[config.mk]
export PLATFORM = sky130hd
export DESIGN_NAME = aes_128_result_capture
export DESIGN_NICKNAME = d
export VERILOG_FILES = /design/src/rtl/aes_128_result_capture.sv
export SDC_FILE = /design/constraint.sdc
export NUM_CORES = 1
export LEC_CHECK = 0
export ABC_AREA = 1
export CELL_PAD_IN_SITES_DETAIL_PLACEMENT = 1
export CELL_PAD_IN_SITES_GLOBAL_PLACEMENT = 1
export CORE_MARGIN = 3
export CORE_UTILIZATION = 45
export CTS_BUF_LIST = sky130_fd_sc_hd__clkbuf_4 sky130_fd_sc_hd__clkbuf_8
export DETAILED_ROUTE_END_ITERATION = 10
export PLACE_DENSITY = 0.85
export SLEW_MARGIN = 20
export SYNTH_ARGS = -nofsm -noshare
export SYNTH_HDL_FRONTEND = slang
export SYNTH_SLANG_ARGS = --single-unit
[constraint.sdc]
create_clock -name clk -period 12.2 [get_ports clk]
set_input_delay 2.44 -clock clk [delete_from_list [all_inputs] [get_ports clk]]
set_output_delay 2.44 -clock clk [all_outputs]
set_load 0.02 [all_outputs]
[src/rtl/aes_128_result_capture.sv]
// aes_128_result_capture: tracks real requests through aes_128's fixed latency and buffers their ciphertexts in a ready/valid FIFO.
// Optional AES_CAPTURE_SIGNATURE_EN adds a rotate-XOR signature over every captured ciphertext.
module aes_128_result_capture #(
    parameter int LATENCY    = 21,
    parameter int DATA_WIDTH = 128,
    parameter int FIFO_DEPTH = 8,
    parameter int CNT_WIDTH  = 32
) (
    input  logic                             clk,
    input  logic                             rst,
    input  logic                             issue_valid,
    input  logic [DATA_WIDTH-1:0]            aes_out,
    output logic                             o_valid,
    output logic [DATA_WIDTH-1:0]            o_data,
    input  logic                             o_ready,
    output logic [$clog2(FIFO_DEPTH):0]      fifo_count,
    output logic [$clog2(LATENCY):0]         in_flight,
    output logic [CNT_WIDTH-1:0]             result_count,
    output logic [CNT_WIDTH-1:0]             drop_count,
`ifdef AES_CAPTURE_SIGNATURE_EN
    output logic [DATA_WIDTH-1:0]            signature,
`endif
    output logic                             overflow
);
    localparam int AW = $clog2(FIFO_DEPTH);
    localparam int IW = $clog2(LATENCY) + 1;

    logic [LATENCY-1:0]    dl;
    logic [AW:0]           wr_ptr, rd_ptr;
    logic [DATA_WIDTH-1:0] mem [FIFO_DEPTH];
    logic                  tap, empty, full, pop, push, drop;

    // Pointers carry a wrap bit so full and empty differ only in that bit.
    assign tap        = dl[LATENCY-1];
    assign empty      = wr_ptr == rd_ptr;
    assign full       = (wr_ptr[AW] != rd_ptr[AW]) && (wr_ptr[AW-1:0] == rd_ptr[AW-1:0]);
    assign o_valid    = !empty;
    assign pop        = o_valid && o_ready;
    assign push       = tap && (!full || pop);
    assign drop       = tap && full && !pop;
    assign fifo_count = wr_ptr - rd_ptr;
    assign o_data     = o_valid ? mem[rd_ptr[AW-1:0]] : '0;

    always_ff @(posedge clk or posedge rst) begin
        if (rst) begin
            dl           <= '0;
            wr_ptr       <= '0;
            rd_ptr       <= '0;
            in_flight    <= '0;
            result_count <= '0;
            drop_count   <= '0;
            overflow     <= 1'b0;
        end else begin
            dl <= {dl[LATENCY-2:0], issue_valid};
            if (issue_valid != tap)
                in_flight <= issue_valid ? in_flight + IW'(1) : in_flight - IW'(1);
            if (pop)
                rd_ptr <= rd_ptr + (AW+1)'(1);
            if (push) begin
                wr_ptr       <= wr_ptr + (AW+1)'(1);
                result_count <= result_count + CNT_WIDTH'(1);
            end
            if (drop) begin
                if (drop_count != '1)
                    drop_count <= drop_count + CNT_WIDTH'(1);
                overflow <= 1'b1;
            end
        end
    end

    always_ff @(posedge clk) begin
        if (push)
            mem[wr_ptr[AW-1:0]] <= aes_out;
    end

`ifdef AES_CAPTURE_SIGNATURE_EN
    always_ff @(posedge clk or posedge rst) begin
        if (rst)
            signature <= '0;
        else if (push)
            signature <= {signature[DATA_WIDTH-2:0], signature[DATA_WIDTH-1]} ^ aes_out;
    end
`endif
endmodule

==> impl_metrics.tcl, run 1 <==
set metrics [dict create \
    initial_core_util_pct 45.6 \
    worstPathRequired_ps 9760 \
    ant_nets 0 \
    finalSetupTns_ps 0 \
    whs_path_depth 0 \
    crit_path_end_kind "primary output" \
    fin_crit_sh_pct 64.0 \
    grt_pass1_wl_mm 198 \
    postCtsSetupRepairBufs 0 \
    p_leak_nw 18.6 \
    final_nets 4237 \
    vias 31100 \
    clock_path_buffers 3 \
    startpoint_type "flop" \
    worst_pin_slew_ps 1110 \
    grt_overflow 0 \
    syn_area_sq_um 45200 \
    fin_cells 5537 \
    cts_num_sinks 1124 \
    hold_viol_final 0 \
    die_h_um 323 \
    p_per_area_nw_per_um2 263 \
    hold_ws_ps 343 \
    postSynthAreaPerCell_sq_um 12.0 \
    critPathArrivalTime_ps 5370 \
    io_pins 336 \
    drtIter0Drc 2702 \
    core_sq_um 99000 \
    die-area_sq_um 104000 \
    dp_cells 5191 \
    ctsRootBufferMaster "clkbuf_8" \
    hold_start "dl[12]" \
    clock_skew_ps 52.2 \
    fmax_mhz 128 \
    grt_usage_pct 25.1 \
    netlist_top_cells_area "edfxtp_1, nor2_1, o21ai_0, dfrtp_1, nand2_1" \
    grt_pass1_vias 33700 \
    htree_levels 4 \
    nFillCells 10100 \
    rows 115 \
    seq_area_frac_synth_pct 73.6 \
    synth_nets 3892 \
    drv_slew 0 \
    peakVddDrop_uv 215 \
    wl_per_cell_um 23.7 \
    viasPerCell 5.62 \
    yosys.area.top_type_share_pct 68.1 \
    synth_edf_count 1024 \
    reg2reg_depth 10 \
    dpl_cell_area_sq_um 49600 \
    drive_gt1_share_pct 8.22 \
    firstDrtPassIters 5 \
    rsz0062_at_grt "false" \
    worstSetupPathType "reg2out" \
    ctsHoldBuffers 0 \
    antenna_found_initial 20 \
    relSlewSlack_pct 25.7 \
    die_w_um 323 \
    r2r_start "rd_ptr[1]" \
    yosysWarnings 0 \
    drc 0 \
    ys.flop_type "edfxtp_1" \
    grt_max_degree 151 \
    status "complete, no violations" \
    clock_latency_ps 890 \
    clkTransAtPathRegs_ps 50 \
    routed_wl_mm 131 \
    min_to "dl[13]" \
    ff2ff_setup_slack_ps 7220 \
    synthArstFlopShare_pct 8.90 \
    cap_violations 0 \
    setup_viol 0 \
    critPathMaxFanout 67 \
    utilization_pct 53.9 \
    synth_seq_cells 1124 \
    synth_cell_type_count 30 \
    synth_cells 3747 \
    fin_area_sq_um 53300 \
    hp-class "reg2reg" \
    cts_tree "built" \
    min_period_ps 7810 \
    numCtsBuffers 186 \
    syn_to_final_growth_pct 18.1 \
    yosysTopAreaCell "edfxtp_1" \
    r2r_end "mem[6][5]" \
    io_buffers 335 \
    postCtsResizedCells 0 \
    gp_congestion 0.855 \
    hpwlAfterDp_mm 74.2 \
]
## critical path, stage by stage (launching register included)
cell,delay (ps)
dfrtp_4,710
inv_4,710
ha_1,400
nand3_1,130
nor2_1,110
inv_6,550
buf_4,780
nand2_1,200
nor2_1,190
clkdlybuf4s50_1,630
## power by group
| group | switching (W) | internal [W] | leakage [nW] |
|---|---|---|---|
| clock network | 0.00152 | 0.00175 | 1.91 |
| registers | 0.000249 | 0.00479 | 10.6 |
| logic | 0.00384 | 0.00186 | 6.12 |
| total | 0.00561 | 0.00840 | 18.6 |
## synth_stat cells, types with 10 or more instances
master and instances:
nor2_1 1001, inv_1 62, dfrtp_1 100, nand4_1 10, clkbuf_1 164, xor2_1 30
o21ai_0 522, xnor2_1 13, buf_1 11, o22ai_1 128, edfxtp_1 1024, nand3_1 35
buf_2 37, ha_1 11, nand2_1 434, o211ai_1 128
## through the flow
step / power, W / setup WS [ps]
after floorplan: 0.00832 / 3030
after global placement: 0.0105 / 5270
after detailed placement: 0.0108 / 5170
after CTS: 0.0141 / 4170
after global routing: 0.0148 / 4080
final: 0.0140 / 4390
## worst max path at each step
stage | startpoint | to | cells past startpoint
floorplan | o_ready | mem[1][0] | 7
detailed placement | rd_ptr[1] | o_data[11] | 9
global route | rd_ptr[1] | o_data[11] | 9
CTS | rd_ptr[1] | o_data[11] | 9
finish | rd_ptr[1] | o_data[62] | 9
global placement | rd_ptr[1] | o_data[11] | 9
## sequential cells by signal, summed over array words and instances, names as in the netlist
| register | flops |
|---|---|
| dl | 21 |
| drop_count | 32 |
| in_flight | 6 |
| mem | 1024 |
| overflow | 1 |
| rd_ptr | 4 |
| result_count | 32 |
| wr_ptr | 4 |
## placed cells by master, fill, tap and decap left out, drive strengths merged
cell type and instances:
or2 1, o211ai 128, xnor2 13, ha 11, clkinvlp 3, dfrtp 100
nor2 1003, a31oi 1, fa 2, nand3b 8, o22ai 128, xor2 30
inv 71, nand4 10, nor3 4, buf 43, a21oi 5, o21ai 522
nand3 35, clkinv 65, edfxtp 1024, clkbuf 247, bufinv 6, nand2 437
clkdlybuf4s50 335, diode 18
## per-layer routing
| metal | up-vias | part of all wire, % | GRT usage [%] | routed length [um] |
|---|---|---|---|---|
| met5 | - | 0.053 | 0 | 69 |
| met4 | 12 | 2.9 | 10.4 | 3870 |
| met3 | 256 | 6.3 | 5.82 | 8310 |
| met2 | 994 | 51 | 43.9 | 67300 |
| met1 | 15900 | 39 | 30.0 | 51700 |
| li1 | 14000 | - | - | - |
## area by class of cell
class	count	area (sq um)	area share, %
clock buffer	247	3040	5.71
clock inverter	81	591	1.11
sequential	1124	33300	62.4
inverter	64	258	0.483
timing repair buffer	378	3700	6.93
antenna	18	45.0	0.0845
tap	1287	1610	3.02
multi-input combinational	2338	10800	20.3
## logic make-up (layout without fill, tap and decap cells)
family | Yosys count | count (layout) | synth area share (%)
adder cells (fa/ha/maj) | 13 | 13 | 0.394
AO/OA/AOI/OAI | 784 | 784 | 9.76
other | 0 | 18 | 0
AND/OR/NAND/NOR | 1498 | 1498 | 12.8
XOR/XNOR | 43 | 43 | 0.834
flip-flops | 1124 | 1124 | 73.6
buffers and inverters | 285 | 770 | 2.57
Note: power is estimated with default switching activity, not from simulation.
==> inputs of run 2 (changes only) <==
==> constraint.sdc (replaced) <==
create_clock -name clk -period 6.4 [get_ports clk]
set_input_delay 1.28 -clock clk [delete_from_list [all_inputs] [get_ports clk]]
set_output_delay 1.28 -clock clk [all_outputs]
set_load 0.02 [all_outputs]
==> impl_metrics.tcl, run 2 (synthesis results as in run 1) <==
set metrics [dict create \
    seq_area_sq_um 33300 \
    hold_ws_ps 334 \
    startpoint_type "flop" \
    grt_overflow 0 \
    core_sq_um 99000 \
    gp_congestion 0.842 \
    min_period_ps 6120 \
    grt_pass1_vias 33900 \
    die_w_um 323 \
    drtIter0Drc 2762 \
    clock_latency_ps 850 \
    crit_path_end_kind "primary output" \
    cts_tree "built" \
    clock_path_buffers 3 \
    ctsRootBufferMaster "clkbuf_8" \
    rows 115 \
    antenna_found_initial 22 \
    grt_max_degree 202 \
    p_leak_nw 18.7 \
    finalPower_w 0.0267 \
    peakVddDrop_uv 545 \
    hold_viol_final 0 \
    final_common_cell "edfxtp_1" \
    worst_pin_slew_ps 1020 \
    layout_common_cells "edfxtp_1, nor2_1, o21ai_0" \
    critPathMaxFanout 76 \
    firstDrtPassIters 5 \
    die-area_sq_um 104000 \
    nFillCells 10200 \
    ant_nets 0 \
    grt_pass1_wl_mm 202 \
    grtUsageMet2_pct 44.3 \
    initial_core_util_pct 45.6 \
    grt_use_met3_pct 4.82 \
    drv_slew 0 \
    fmax_mhz 163 \
    hp-class "reg2reg" \
    cts_num_sinks 1124 \
    wl_per_cell_um 23.8 \
    hpwlAfterDp_mm 75.3 \
    use_met1_pct 31.1 \
    final_nets 4239 \
    worstPathRequired_ps 5120 \
    die_h_um 323 \
    p_per_area_nw_per_um2 498 \
    htree_levels 4 \
    cap_violations 0 \
    setup_viol 0 \
    drc 0 \
    critPathArrivalTime_ps 4840 \
    relSlewSlack_pct 31.7 \
    status "complete, no violations" \
    io_buffers 335 \
    routed_wl_mm 132 \
    grt_usage_pct 25.4 \
    largest_reg_flops 1024 \
    top_usage_layer "met2" \
    clock_skew_ps 41.5 \
    viasPerCell 5.66 \
    clkTransAtPathRegs_ps 60 \
    multi_input_area_sq_um 10800 \
    fin_crit_sh_pct 95.7 \
    worstSetupPathType "reg2out" \
    syn_to_final_growth_pct 18.7 \
    vias 31400 \
    drive_gt1_share_pct 8.35 \
    numCtsBuffers 182 \
    io_pins 336 \
]
-- run 2: changes by cell type in the layout (fill, tap and decap cells not counted), sizes merged --
cell,change
buf,+6
clkinvlp,+1
inv,-2
diode,+5
clkbuf,+6
bufinv,-2
clkinv,+1
-- run 2: metrics by stage --
step	instances	setup TNS [ps]	worst slack [ps]	cell area, sq um	utilization (%)
global route	5543	-8.15	-8.15	53600	54.1
floorplan	3747	-633580	-1650	45200	-
finish	5552	0	276	53600	54.1
global placement	5197	0	1110	49900	50.4
CTS	5529	0	134	53500	54.1
detailed placement	5197	0	924	49900	50.4
-- run 2: path summary, 6_finish.rpt --
kind / end / from / depth (start not counted) / slack (ps)
worst min-delay path: dl[12] / dl[11] / 0 / 330
max in group asynchronous: rd_ptr[0] / rst / 3 / 4300
min in group asynchronous: result_count[22] / rst / 2 / 960
worst max-delay path: o_data[82] / rd_ptr[1] / 7 / 280
worst min register to register: dl[12] / dl[11] / 0 / 330
worst max register to register: mem[3][46] / rd_ptr[1] / 9 / 2240
-- run 2: power breakdown --
part           switching, W  leakage [nW]  internal [W]
Sequential         0.000393          10.6       0.00912
Clock               0.00290          1.90       0.00330
Combinational       0.00733          6.22       0.00367
-- run 2: repair_timing --
action / in CTS / in global routing
setup endpoints to repair: 4 / 0
resized for setup: 1 / 0
buffers inserted: 0 / 0
hold buffers: 0 / 0
-- run 2: critical path, cell delays in order, from the launching register on --
cell	delay (ps)
dfrtp_4	930
buf_4	780
buf_4	590
o21ai_0	210
o211ai_1	310
nand2_1	130
nor2_1	230
clkdlybuf4s50_1	660
-- run 2: area by class of cell --
class | count | area share, %
Multi-Input combinational cell | 2338 | 20.2
Antenna cell | 23 | 0.107
Sequential cell | 1124 | 62.1
Clock buffer | 253 | 5.80
Timing Repair Buffer | 384 | 7.43
Tap cell | 1287 | 3.01
Inverter | 64 | 0.481
Clock inverter | 79 | 0.929
-- run 2: layer usage --
layer / share of wire [%] / wire length (um) / vias up
met1: 40 / 52600 / 16100
met3: 5.6 / 7470 / 267
li1: - / - / 14000
met2: 51 / 67800 / 993
met5: 0.057 / 75 / -
met4: 3.2 / 4290 / 10
